[src/rtl/jstk_spi_responder.sv]
// jstk_spi_responder: PmodJSTK SPI slave emulator (mode 0, 40-bit frame) with a
// Wishbone register port for position, buttons, status and flag clearing.
// Optional feature: define JSTK_RESP_IRQ_EN to add irq_o and the BTN[8] enable.
module jstk_spi_responder #(
  parameter int unsigned SYNC_STAGES = 2
) (
  input  logic        wb_clk_i,
  input  logic        wb_rst_n_i,
  input  logic        wb_cyc_i,
  input  logic        wb_stb_i,
  input  logic        wb_we_i,
  input  logic [31:0] wb_adr_i,
  input  logic [31:0] wb_dat_i,
  input  logic [3:0]  wb_sel_i,
  output logic [31:0] wb_dat_o,
  output logic        wb_ack_o,
  output logic        wb_err_o,
  input  logic        SCLK,
  input  logic        SS,
  input  logic        MOSI,
`ifdef JSTK_RESP_IRQ_EN
  output logic        MISO,
  output logic        irq_o
`else
  output logic        MISO
`endif
);

  localparam int unsigned FRAME_BITS = 40;
  localparam int unsigned CNT_W      = 6;
  localparam int unsigned RX_W       = 8;
  localparam logic [CNT_W-1:0] CNT_BYTE = CNT_W'(RX_W - 1);
  localparam logic [CNT_W-1:0] CNT_LAST = CNT_W'(FRAME_BITS - 1);
  localparam logic [3:0] A_POS    = 4'd0;
  localparam logic [3:0] A_BTN    = 4'd1;
  localparam logic [3:0] A_STATUS = 4'd2;
  localparam logic [3:0] A_CLR    = 4'd3;

  typedef enum logic [1:0] {ST_IDLE = 2'd0, ST_ACTIVE = 2'd1, ST_OVER = 2'd2} state_e;

  logic [SYNC_STAGES-1:0] r_sclk_sync, r_ss_sync, r_mosi_sync, r_fill;
  logic r_sclk_d, r_ss_d, r_ss_armed;
  logic w_sclk, w_ss, w_mosi;
  logic w_sclk_rise, w_sclk_fall, w_ss_rise, w_ss_fall;

  state_e r_state, w_state_nxt;
  logic w_load, w_rx_shift, w_tx_shift, w_byte_done, w_frame_done, w_busy;

  logic [FRAME_BITS-1:0] r_tx, w_frame;
  logic [RX_W-1:0]       r_rx, r_cmd_pend, r_cmd;
  logic [CNT_W-1:0]      r_bit_cnt;
  logic [7:0]            r_fcnt;
  logic                  r_done, w_done_nxt, r_miso;
  logic [9:0]            r_pos_x, r_pos_y;
  logic [2:0]            r_btn;
  logic                  w_irq_en;

  logic        r_ack, w_wb_go, w_wr, w_clr_done;
  logic [3:0]  w_adr;
  logic [31:0] r_dat_o, w_rd_data;
  logic        w_unused;

  assign w_sclk = r_sclk_sync[SYNC_STAGES-1];
  assign w_ss   = r_ss_sync[SYNC_STAGES-1];
  assign w_mosi = r_mosi_sync[SYNC_STAGES-1];

  // SS falls are only honoured once SS has been genuinely seen high after reset
  assign w_ss_fall   = r_ss_armed & r_ss_d & ~w_ss;
  assign w_ss_rise   = ~r_ss_d & w_ss;
  assign w_sclk_rise = w_sclk & ~r_sclk_d & ~w_ss;
  assign w_sclk_fall = ~w_sclk & r_sclk_d & ~w_ss;

  // Pin synchronizers, edge-detect history and post-reset SS arming
  always_ff @(posedge wb_clk_i or negedge wb_rst_n_i) begin
    if (!wb_rst_n_i) begin
      r_sclk_sync <= '0;
      r_ss_sync   <= '1;
      r_mosi_sync <= '0;
      r_fill      <= '0;
      r_sclk_d    <= 1'b0;
      r_ss_d      <= 1'b1;
      r_ss_armed  <= 1'b0;
    end else begin
      r_sclk_sync <= {r_sclk_sync[SYNC_STAGES-2:0], SCLK};
      r_ss_sync   <= {r_ss_sync[SYNC_STAGES-2:0], SS};
      r_mosi_sync <= {r_mosi_sync[SYNC_STAGES-2:0], MOSI};
      r_fill      <= {r_fill[SYNC_STAGES-2:0], 1'b1};
      r_sclk_d    <= w_sclk;
      r_ss_d      <= w_ss;
      if (r_fill[SYNC_STAGES-1] && w_ss) r_ss_armed <= 1'b1;
    end
  end

  // Frame state register
  always_ff @(posedge wb_clk_i or negedge wb_rst_n_i) begin
    if (!wb_rst_n_i) r_state <= ST_IDLE;
    else             r_state <= w_state_nxt;
  end

  // Next-state: SS rising edge returns to IDLE from anywhere
  always_comb begin
    w_state_nxt = r_state;
    case (r_state)
      ST_IDLE:   if (w_ss_fall) w_state_nxt = ST_ACTIVE;
      ST_ACTIVE: if (w_sclk_rise && (r_bit_cnt == CNT_LAST)) w_state_nxt = ST_OVER;
      ST_OVER:   w_state_nxt = ST_OVER;
      default:   w_state_nxt = ST_IDLE;
    endcase
    if (w_ss_rise) w_state_nxt = ST_IDLE;
  end

  // Datapath strobes decoded from state and synchronized edges
  always_comb begin
    w_load     = 1'b0;
    w_rx_shift = 1'b0;
    w_tx_shift = 1'b0;
    case (r_state)
      ST_IDLE:   w_load = w_ss_fall;
      ST_ACTIVE: begin
        w_rx_shift = w_sclk_rise;
        w_tx_shift = w_sclk_fall;
      end
      default: ;
    endcase
  end

  assign w_byte_done  = w_rx_shift & (r_bit_cnt == CNT_BYTE);
  assign w_frame_done = w_rx_shift & (r_bit_cnt == CNT_LAST);
  assign w_busy       = (r_state != ST_IDLE);
  assign w_frame      = {r_pos_x[7:0], 6'b0, r_pos_x[9:8], r_pos_y[7:0], 6'b0, r_pos_y[9:8], 5'b0, r_btn};

  // SPI shifters, bit counter and MISO; command only committed by a full frame
  always_ff @(posedge wb_clk_i or negedge wb_rst_n_i) begin
    if (!wb_rst_n_i) begin
      r_tx       <= '0;
      r_rx       <= '0;
      r_cmd_pend <= '0;
      r_cmd      <= '0;
      r_bit_cnt  <= '0;
      r_fcnt     <= '0;
      r_miso     <= 1'b0;
    end else if (w_load) begin
      r_tx      <= w_frame;
      r_miso    <= w_frame[FRAME_BITS-1];
      r_rx      <= '0;
      r_bit_cnt <= '0;
    end else begin
      if (w_rx_shift) begin
        r_rx      <= {r_rx[RX_W-2:0], w_mosi};
        r_bit_cnt <= r_bit_cnt + CNT_W'(1);
      end
      if (w_byte_done) r_cmd_pend <= {r_rx[RX_W-2:0], w_mosi};
      if (w_tx_shift) begin
        r_tx   <= {r_tx[FRAME_BITS-2:0], 1'b0};
        r_miso <= r_tx[FRAME_BITS-2];
      end
      if (w_frame_done) begin
        r_fcnt <= r_fcnt + 8'd1;
        r_cmd  <= r_cmd_pend;
      end
      if (w_frame_done || w_ss_rise) r_miso <= 1'b0;
    end
  end

  assign w_wb_go    = wb_cyc_i & wb_stb_i & ~r_ack;
  assign w_wr       = w_wb_go & wb_we_i;
  assign w_adr      = wb_adr_i[5:2];
  assign w_clr_done = w_wr & (w_adr == A_CLR) & wb_sel_i[0] & wb_dat_i[1];

  // DONE: frame completion wins over a same-cycle clear
  always_comb begin
    w_done_nxt = r_done;
    if (w_clr_done)   w_done_nxt = 1'b0;
    if (w_frame_done) w_done_nxt = 1'b1;
  end

  // Host-writable POS/BTN registers with byte enables, plus DONE flag
  always_ff @(posedge wb_clk_i or negedge wb_rst_n_i) begin
    if (!wb_rst_n_i) begin
      r_pos_x <= '0;
      r_pos_y <= '0;
      r_btn   <= '0;
      r_done  <= 1'b0;
    end else begin
      r_done <= w_done_nxt;
      if (w_wr && (w_adr == A_POS)) begin
        if (wb_sel_i[0]) r_pos_x[7:0] <= wb_dat_i[7:0];
        if (wb_sel_i[1]) r_pos_x[9:8] <= wb_dat_i[9:8];
        if (wb_sel_i[2]) r_pos_y[7:0] <= wb_dat_i[23:16];
        if (wb_sel_i[3]) r_pos_y[9:8] <= wb_dat_i[25:24];
      end
      if (w_wr && (w_adr == A_BTN) && wb_sel_i[0]) r_btn <= wb_dat_i[2:0];
    end
  end

`ifdef JSTK_RESP_IRQ_EN
  logic r_irq_en, r_irq, w_irq_en_nxt;

  // Interrupt enable lives in BTN bit 8
  always_comb begin
    w_irq_en_nxt = r_irq_en;
    if (w_wr && (w_adr == A_BTN) && wb_sel_i[1]) w_irq_en_nxt = wb_dat_i[8];
  end

  // Registered interrupt tracks next-cycle DONE and enable
  always_ff @(posedge wb_clk_i or negedge wb_rst_n_i) begin
    if (!wb_rst_n_i) begin
      r_irq_en <= 1'b0;
      r_irq    <= 1'b0;
    end else begin
      r_irq_en <= w_irq_en_nxt;
      r_irq    <= w_done_nxt & w_irq_en_nxt;
    end
  end

  assign w_irq_en = r_irq_en;
  assign irq_o    = r_irq;
`else
  assign w_irq_en = 1'b0;
`endif

  // Read data mux; CLR and unmapped addresses read as zero
  always_comb begin
    w_rd_data = '0;
    case (w_adr)
      A_POS:    w_rd_data = {6'b0, r_pos_y, 6'b0, r_pos_x};
      A_BTN:    w_rd_data = {23'b0, w_irq_en, 5'b0, r_btn};
      A_STATUS: w_rd_data = {8'b0, r_cmd, r_fcnt, 6'b0, r_done, w_busy};
      default:  w_rd_data = '0;
    endcase
  end

  // Single-wait-state acknowledge with registered read data
  always_ff @(posedge wb_clk_i or negedge wb_rst_n_i) begin
    if (!wb_rst_n_i) begin
      r_ack   <= 1'b0;
      r_dat_o <= '0;
    end else begin
      r_ack <= w_wb_go;
      if (w_wb_go) r_dat_o <= w_rd_data;
    end
  end

  assign wb_ack_o = r_ack;
  assign wb_dat_o = r_dat_o;
  assign wb_err_o = 1'b0;
  assign MISO     = r_miso;
  assign w_unused = ^{wb_adr_i[31:6], wb_adr_i[1:0], wb_dat_i[31:26], wb_dat_i[15:10]};

endmodule
[config.mk]
export PLATFORM = sky130hd
export DESIGN_NAME = jstk_spi_responder
export DESIGN_NICKNAME = d
export VERILOG_FILES = /design/src/rtl/jstk_spi_responder.sv
export SDC_FILE = /design/constraint.sdc
export NUM_CORES = 1
export LEC_CHECK = 0
export BUFFER_PORTS_ARGS = -buffer_cell sky130_fd_sc_hd__buf_2
export CAP_MARGIN = 20
export CORE_MARGIN = 3
export CORE_UTILIZATION = 50
export CTS_CLUSTER_SIZE = 20
export DETAILED_ROUTE_END_ITERATION = 7
export PLACE_DENSITY = 0.86
export SKIP_LAST_GASP = 1
export SLEW_MARGIN = 20
export SYNTH_ARGS = -nofsm -noshare
export SYNTH_HDL_FRONTEND = slang
export SYNTH_SLANG_ARGS = --single-unit
[constraint.sdc]
create_clock -name wb_clk_i -period 1.9 [get_ports wb_clk_i]
set_input_delay 0.19 -clock wb_clk_i [delete_from_list [all_inputs] [get_ports wb_clk_i]]
set_output_delay 0.19 -clock wb_clk_i [all_outputs]
set_load 0.05 [all_outputs]
# ---- Yosys cells after proc, flatten, opt, wreduce, memory -nomap -nowiden
# Cells that the tools add are included.
dict set report totals {
  regBits 147
  input_bits 76
  output_inout_bits 35
  wordCells 94
}
dict set report classes {
  n_addsub 2
  eq_ne 9
  n_mux 19
  n_bitwise 21
  reduce_logical 20
}
# op count
set ops {}
lappend ops {{two-way mux 39 bit} 2}
lappend ops {{case mux 26 bit (3 select lines)} 1}
lappend ops {{AND 1 bit} 15}
lappend ops {{two-way mux 7 bit} 2}
lappend ops {{AND reduction 2 bit} 7}
lappend ops {{two-way mux 6 bit} 2}
lappend ops {{adder 8 x 1 -> 8 bit (second input constant)} 1}
lappend ops {{== test 4 x 2 -> 1 bit (second input constant)} 2}
lappend ops {{two-way mux 1 bit} 8}
lappend ops {{nonzero test 2 bit} 4}
lappend ops {{adder 6 x 1 -> 6 bit (second input constant)} 1}
lappend ops {{== test 6 x 3 -> 1 bit (second input constant)} 1}
lappend ops {{== test 6 bit (second input constant)} 1}
lappend ops {{two-way mux 2 bit} 3}
lappend ops {{inequality test 3 bit (second input constant)} 2}
lappend ops {{NOT 1 bit} 6}
lappend ops {{case mux 2 bit (3 select lines)} 1}
lappend ops {{logical AND 1 bit} 5}
lappend ops {{== test 4 x 1 -> 1 bit (second input constant)} 1}
lappend ops {{zero test 4 bit} 1}
lappend ops {{nonzero test 3 bit} 1}
lappend ops {{== test 2 x 1 -> 1 bit (second input constant)} 1}
lappend ops {{== test 2 bit (second input constant)} 1}
lappend ops {{zero test 2 bit} 1}
lappend ops {{logical OR 1 bit} 1}

# ---- Depth between registers and ports, before layout
# Gate-level depths: netlist (run 1).
dict set report depth {
  ltp_word 8
  depth_mapped 8
  ltp_nobuf 6
}

# ---- Worst setup path after synthesis (run 1)
# OpenSTA, ideal clock, no wires.
dict set report synth_timing {
  kind {reg2reg}
  start {register r_state[1]}
  end {register r_cmd[1]}
  setup_ns 0.125
  t_arrival_ns 1.751
  required_time_ns 1.775
  path_slack_ns 0.024
  path_stages_with_launch 7
  path_buffers 1
  period_less_slack_ns 1.876
  path_cell_list {dfrtp_1 > inv_1 > ha_1 > nand4b_1 > nand4_1 > buf_2 > mux2_2}
}
dict set report synth_via {
  elab_chain_cells 4
  word_cells_on_any_way 7
  cone_classes {eq/ne: 1; mux: 2; bitwise: 2; reduce/logical: 2}
}
# item line
set synth_lines {}
lappend synth_lines {{start: declaration} 46} ;# state_e r_state, w_state_nxt;
lappend synth_lines {{start signal: assignment} 97} ;# else r_state <= w_state_nxt;
lappend synth_lines {{== test 2 x 1 -> 1 bit or zero test 2 bit (tied branches)} 117} ;# case (r_state)
lappend synth_lines {{two-way mux 1 bit} 117}
lappend synth_lines {{AND 1 bit or NOT 1 bit (tied branches)} n/a}
lappend synth_lines {{AND reduction 2 bit (no line) (*)} n/a}
lappend synth_lines {{end signal: assignment} 159} ;# r_cmd <= r_cmd_pend;
lappend synth_lines {{end: declaration} 50} ;# logic [RX_W-1:0] r_rx, r_cmd_pend, r_cmd;
# Mark *: on every way between the ends. The rest lies on a longest branch, timed or not.
# A chain may end at the register's enable or synchronous reset.

# ---- Final worst setup path (run 1)
dict set report layout_timing {
  start {register r_state[1]}
  end {register r_fcnt[7]}
}
dict set report layout_via {
  elab_chain_cells 4
  word_cells_on_any_way 7
  cone_classes {eq/ne: 1; mux: 2; bitwise: 2; reduce/logical: 2}
}
# item line
set layout_lines {}
lappend layout_lines {{== test 2 x 1 -> 1 bit or zero test 2 bit (tied branches)} 117}
lappend layout_lines {{two-way mux 1 bit} 117}
lappend layout_lines {{AND 1 bit or NOT 1 bit (tied branches)} n/a}
lappend layout_lines {{AND reduction 2 bit (no line) (*)} n/a}
lappend layout_lines {{end signal: assignment} 158} ;# r_fcnt <= r_fcnt + 8'd1;
lappend layout_lines {{end: declaration} 52} ;# logic [7:0] r_fcnt;
# Marked as above.

==> reports/metrics.csv, run 1 <==
stage,metric,value,unit
status,status,"finished, violations left",
status,violations,negative setup slack,
detailed_routing,wl,14700,um
floorplan,std_cell_rows,38,
power_and_ir_drop,power.leakage,3.75,nW
worst_setup_path,cp_max_fo,7,
grt,grtUsageMet1,25.7,%
timing,worst_clock_skew,0.00812,ns
placement,place_inst,743,
grt,use_met3,4.44,%
grt,grt_max_degree,55,
detailed_routing,drt-pass1-iter-count,7,
power_and_ir_drop,power_density,1160,nW/um^2
clock_tree,insertion_delay,0.42,ns
synth,synth.most_common_cell,nand2_1,
min_path,hold_class,in2reg,
synth,synthCells,547,
timing,finalCritPeriodShare,103,%
clock_tree,numClockSinks,141,
placement,portBuffers,63,
floorplan,design.die.area,13100,um^2
synth,synth_commonest_cells,"142 x nand2_1, 138 x dfrtp_1, 38 x mux2_2, 32 x nor2_1, 25 x a21oi_1",
synth,synth_area,5880,um^2
placement,place.gp.congestion,0.816,
synth,async_reset_ff_share,100,%
synth,synthTopCellsByArea,"dfrtp_1 59%, nand2_1 9.1%, mux2_2 7.3%, mux2i_1 2.4%, a31oi_1 2.2%",
run,maxCapViolations,0,
clock_tree,cts-root-buf,clkbuf_16,
clock_tree,clockBufferDepth,2,
worst_setup_path,crit_arrival,2.29,ns
detailed_routing,routedWlPerCell,18.4,um
placement,dpl.hpwl,8570,um
clock_tree,cts_tree,done,
grt,grt_pass1_wl,22700,um
detailed_routing,drt_iter0_drc,443,
grt,grt.total_usage,22.2,%
cells_and_area,nets,724,
timing,setup_tns,-0.332,ns
grt,overflow,0,
detailed_routing,route.detailed.drc,0,
synth,ys_types,44,
placement,dp_slack,0.0388,ns
power_and_ir_drop,vdd_drop_max,898,uV
synth,synth_edf_count,0,
grt,antenna_found_initial,0,
floorplan,ioPinCount,111,
clock_tree,cts_buffers,17,
cells_and_area,area_delta_synth_final,25.5,%
detailed_routing,vias,4674,
worst_setup_path,required,2.24,ns
cells_and_area,n_antenna_cell,0,
synth,yosysSeqAreaShare,60.1,%
synth,synth_area_leader_cell,dfrtp_1,
cells_and_area,finalNonFillerCells,797,
synth,yosysWarningCount,0,
worst_setup_path,cp-start-kind,register,
clock_tree,cts-htree-levels,4,
floorplan,fp.dieW,114,um
clock_tree,cts.reportedPaths.clkPinSlew,0.06,ns
timing,maxSlewViolCount,0,
detailed_routing,ant_nets,0,
synth,synth_top_area_share,58.8,%
grt,met2_usage,38.4,%
floorplan,fp.dieH,114,um
timing,rsz0062_at_grt,yes,
cells_and_area,drive_above_1_share,26.6,%
synth,synth.avg_cell_area,10.7,um^2
timing,finalSetupViolCount,9,
synth,synth_seq_cells,141,
detailed_routing,viasPerCell,5.86,
worst_setup_path,path_class,reg2reg,
floorplan,floorplan.initialDensity,52.6,%
floorplan,coreArea,11200,um^2
timing,hold_viol,0,
worst_setup_path,crit_path_end_kind,register,
power_and_ir_drop,total_power,0.00857,W
grt,gr-max-usage-layer,met2,
cells_and_area,utilization,66.0,%
grt,first_global_vias,4742,
timing,max_freq,511,MHz
timing,fin_crit,1.96,ns
synth,synth_flop_cell,dfrtp_1,
timing,fin_ws,-0.0557,ns
worst_setup_path,reg2reg_setup_slack,-0.06,ns
[per-layer routing]
layer,part of all wire (%),routed length [um],vias up
met1,37,5470,2280
met2,51,7460,295
met4,4.3,623,0
li1,-,-,2030
met5,0,0,-
met3,7.5,1090,69
[final cells by class]
type                       count  area, um^2
fill                         712        3800
multi-input combinational    371        2200
timing repair buffer         106         759
tap                          140         175
sequential                   141        3530
clock inverter                11         211
inverter                       7        26.3
clock buffer                  21         470
[critical path: stages (launching register included)]
cell and delay [ns]:
dfrtp_1 0.39, inv_2 0.10, ha_4 0.13, and4bb_2 0.29
nand4_1 0.25, buf_12 0.23, nor4_4 0.29, xor2_1 0.19
[path summary, 6_finish.rpt]
kind | startpoint | to | depth (start not counted)
max in group asynchronous | wb_rst_n_i | r_ss_d | 3
setup reg to reg | r_state[1] | r_fcnt[7] | 7
min in group asynchronous | wb_rst_n_i | wb_dat_o[2] | 2
hold reg to reg | r_fill[0] | r_fill[1] | 0
hold / removal | wb_dat_i[17] | r_pos_y[1] | 2
setup / recovery | r_state[1] | r_fcnt[7] | 7
[sequential cells by signal, summed over array words and instances (netlist names)]
name,count
r_tx,39
wb_dat_o,26
r_pos_x,10
r_pos_y,10
r_cmd,8
r_cmd_pend,8
r_fcnt,8
r_rx,7
r_bit_cnt,6
r_btn,3
r_fill,2
r_mosi_sync,2
r_sclk_sync,2
r_ss_sync,2
r_state,2
MISO,1
r_done,1
r_sclk_d,1
r_ss_armed,1
r_ss_d,1
wb_ack_o,1
[metrics by stage]
stage | hold WS (ns) | area [um^2]
after floorplan | -0.106 | 5900
after global placement | 0.134 | 6440
after detailed placement | 0.142 | 6440
after CTS | 0.000663 | 7270
after global routing | 0.00886 | 7370
final | 0.0123 | 7370
[placed cells by master (no fill, tap or decap), drive strengths merged, types with 8 or more instances in the layout]
| master | Yosys | final |
|---|---|---|
| nand3 | 19 | 19 |
| a31oi | 21 | 21 |
| o21ai | 13 | 13 |
| a21oi | 25 | 25 |
| xor2 | 10 | 10 |
| nor2 | 33 | 33 |
| dlygate4sd3 | 0 | 14 |
| dfrtp | 138 | 138 |
| conb | 2 | 8 |
| nand2 | 144 | 144 |
| mux2i | 14 | 14 |
| buf | 16 | 91 |
| mux2 | 40 | 40 |
| clkbuf | 18 | 22 |
[power breakdown]
part	internal [W]	switching (W)	leakage (nW)
clock network	0.00256	0.00125	0.333
logic	0.000465	0.000707	1.53
registers	0.00335	0.000243	1.88
total	0.00637	0.00220	3.75
[repair_timing]
item / CTS / global route
buffers inserted: 0 / 7
gates cloned: 0 / 1
hold buffers: 14 / 0
setup endpoints to repair: 1 / 10
gates resized for setup: 1 / 5
pin swaps: 0 / 4
hold endpoints to repair: 56 / 0
[cell families (layout without fill, tap and decap cells)]
logic type	after synthesis	after routing	share of synthesized area [%]
other	2	8	0.128
adders and majority gates	4	4	0.852
DFF	141	141	60.1
buffers and inverters	41	145	3.39
AOI/OAI and AO/OA	68	68	6.71
muxes	54	54	10.1
and+or+nand+nor	225	225	17.0
xor gates and xnor gates	12	12	1.79
No activity file was read; power rests on OpenSTA's default activity.
==> run 2: changes to the inputs <==
--- a/config.mk
+++ b/config.mk
@@ -11,6 +11,7 @@
 export CORE_UTILIZATION = 50
 export CTS_CLUSTER_SIZE = 20
 export DETAILED_ROUTE_END_ITERATION = 7
+export GPL_TIMING_DRIVEN = 0
 export PLACE_DENSITY = 0.86
 export SKIP_LAST_GASP = 1
 export SLEW_MARGIN = 20
==> run 2 against run 1 <==
Against the previous run:
- the run still ends with negative setup slack left
- wire length grew 11%
- core utilization up 1.1 points
- clock skew down 0.00075 ns
- sequential power about the same
- via count is 3.1% higher
- die area did not move
- first-iteration DRC count increased by 21%
- combinational power increased by 4%
- largest cell class unchanged
- register-to-register slack about the same
- worst hold slack hardly changed
==> reports/metrics.csv, run 2 (same netlist as run 1, synthesis figures left out) <==
stage,metric,value,unit,change
detailed_routing,viasPerCell,5.93,,+1.2%
grt,grt_max_degree,84,,+53%
min_path,hold_class,in2reg,,
worst_setup_path,required,2.20,ns,-0.04 ns
cells_and_area,final_common_cell,nand2_1,,
power_and_ir_drop,p_comb_share,13.6,%,about the same
detailed_routing,route.detailed.drc,0,,unchanged
floorplan,design.die.area,13100,um^2,unchanged
timing,slew_headroom,35.8,%,
cells_and_area,multi_input_area,2260,um^2,+3.0%
cells_and_area,regMostFlops,r_tx,,
timing,hold_ws,0.0118,ns,-0.000494 ns
detailed_routing,wl,16300,um,+11%
timing,max_freq,508,MHz,-0.59%
placement,portBuffers,61,,-3.2%
clock_tree,cts_buffers,17,,unchanged
clock_tree,numClockSinks,141,,unchanged
grt,first_global_vias,5006,,+5.6%
cells_and_area,fin_area,7500,um^2,+1.7%
clock_tree,cts_tree,done,,
placement,place.gp.congestion,0.825,,+1.1%
timing,worst_clock_skew,0.00737,ns,-0.000746 ns
cells_and_area,drive_above_1_share,28.0,%,+1.3 points
run,maxCapViolations,0,,unchanged
timing,maxSlewViolCount,0,,unchanged
cells_and_area,n_antenna_cell,0,,unchanged
grt,antenna_found_initial,0,,unchanged
floorplan,ioPinCount,111,,unchanged
worst_setup_path,critical_path.endpoint,r_cmd_pend[0],,
placement,place_area,6420,um^2,-0.35%
clock_tree,cts-root-buf,clkbuf_16,,
floorplan,fp.dieW,114,um,unchanged
timing,fin_crit,1.97,ns,+0.0116 ns
worst_setup_path,cp-start-kind,register,,
worst_setup_path,cp_max_fo,6,,-1
floorplan,std_cell_rows,38,,unchanged
grt,grt_pass1_wl,24900,um,+9.6%
timing,hold_viol,0,,unchanged
worst_setup_path,reg2reg_setup_slack,-0.07,ns,about the same
floorplan,fp.dieH,114,um,unchanged
timing,fin_ws,-0.0673,ns,-0.0116 ns
cells_and_area,largest_reg_flops,39,,unchanged
detailed_routing,drt_iter0_drc,534,,+21%
clock_tree,cts.reportedPaths.clkPinSlew,0.06,ns,about the same
timing,rsz0062_at_grt,yes,,
grt,grt.total_usage,24.7,%,+2.5 points
cells_and_area,ff_latch_area,3530,um^2,unchanged
worst_setup_path,crit_start,r_state[1],,
status,violations,negative setup slack,,
worst_setup_path,reg2reg_from,r_state[1],,
cells_and_area,layout_common_cells,"142 x nand2_1, 138 x dfrtp_1, 62 x buf_2",,
worst_setup_path,crit_path_end_kind,register,,
detailed_routing,routedWlPerCell,20.1,um,+9.1%
placement,dpl.hpwl,9540,um,+11%
detailed_routing,ant_nets,0,,unchanged
power_and_ir_drop,p_clk_share,45.9,%,+1.4 points
clock_tree,clockBufferDepth,2,,unchanged
clock_tree,insertion_delay,0.42,ns,about the same
timing,worst_pin_slew,0.964,ns,
power_and_ir_drop,vdd_drop_max,755,uV,-16%
cells_and_area,fillerInstances,707,,-0.70%
power_and_ir_drop,switchingPower,0.00224,W,+1.9%
timing,finalSetupViolCount,16,,+7
power_and_ir_drop,power.leakage,3.83,nW,+2.3%
grt,overflow,0,,unchanged
status,status,"finished, violations left",,
worst_setup_path,path_class,reg2reg,,
worst_setup_path,ff2ff_path_depth,7,,unchanged
cells_and_area,area_delta_synth_final,27.7,%,
power_and_ir_drop,p_sw_share,25.1,%,-0.52 points
floorplan,floorplan.initialDensity,52.6,%,unchanged
power_and_ir_drop,p_int,0.00667,W,+4.7%
floorplan,coreArea,11200,um^2,unchanged
power_and_ir_drop,power_density,1190,nW/um^2,+2.2%
detailed_routing,vias,4817,,+3.1%
cells_and_area,nets,739,,+2.1%
clock_tree,cts-htree-levels,4,,unchanged
power_and_ir_drop,pwr-share-seq,40.5,%,-1.4 points
placement,dp_slack,-0.570,ns,-0.609 ns
worst_setup_path,crit_arrival,2.26,ns,-0.03 ns
timing,finalCritPeriodShare,104,%,+0.61 points
detailed_routing,drt-pass1-iter-count,5,,-2
worst_setup_path,timing.rr.end,r_cmd_pend[0],,
==> run 2: cell types whose count changed in the layout (fill, tap and decap cells not counted), sizes merged <==
cell         before  now
buf              91   93
bufinv            6    8
dlygate4sd3      14    9
clkbuf           22   40
clkinvlp          1    0
clkinv            4    3
==> run 2: per-layer routing <==
layer	wire, um	share of wire [%]	global-route usage, %
met1	5930	36	28.2
met2	8510	52	43.7
met5	0	0	0
met4	637	3.9	12.7
met3	1220	7.5	5.07
==> run 2: how the worst min path moves through the flow <==
stage            startpoint        endpoint  slack, ns  depth (start not counted)
2_1_floorplan    wb_rst_n_i            MISO      -0.11                          0
3_3_place_gp           MOSI  r_mosi_sync[0]       0.30                          1
3_5_place_dp     wb_rst_n_i      r_pos_x[7]       0.15                          1
4_1_cts        wb_dat_i[25]      r_pos_y[9]      0.006                          2
5_1_grt        wb_dat_i[25]      r_pos_y[9]      0.006                          2
6_report       wb_dat_i[25]      r_pos_y[9]       0.01                          2
==> run 2: repair_timing <==
| action | in CTS | in global routing |
|---|---|---|
| resized for setup | 15 | 27 |
| cloned | 0 | 1 |
| hold buffers | 9 | 0 |
| endpoints found under the setup margin | 60 | 54 |
| pin swaps | 3 | 6 |
| hold endpoints to repair | 63 | 0 |
| buffers inserted | 7 | 10 |
==> run 2: layout make-up <==
type,instances,area share [%]
Inverter,7,0.350
Multi-Input combinational cell,371,30.2
Tap cell,140,2.33
Timing Repair Buffer,89,8.01
Sequential cell,141,47.1
Clock buffer,21,6.27
Buffer,32,2.32
Clock inverter,11,3.45
==> run 2: worst max-delay path: stages, from the launching register on <==
cell      delay, ns
dfrtp_1        0.39
inv_2          0.12
ha_4           0.17
and4bb_4       0.29
nand3_2        0.19
nor2_4         0.19
buf_4          0.16
mux2_2         0.34
==> run 2: power by group through the flow <==
stage	Clock, W	Sequential (W)	Combinational (W)
final	0.00409	0.00361	0.00122
after global routing	0.00424	0.00363	0.00133
after CTS	0.00409	0.00358	0.00110
after detailed placement	0	0.00361	0.000990
after global placement	0	0.00358	0.000910
after floorplan	0	0.00357	0.000661
==> run 2: metrics by stage <==
stage	utilization, %	power (W)	setup TNS [ns]	cells
after floorplan	-	0.00423	0	553
after global placement	57.1	0.00449	-162.19	754
after detailed placement	57.5	0.00460	-9.73	755
after CTS	65.7	0.00878	-0.00545	802
after global routing	67.1	0.00919	-2.65	812
final	67.1	0.00891	-0.536	812
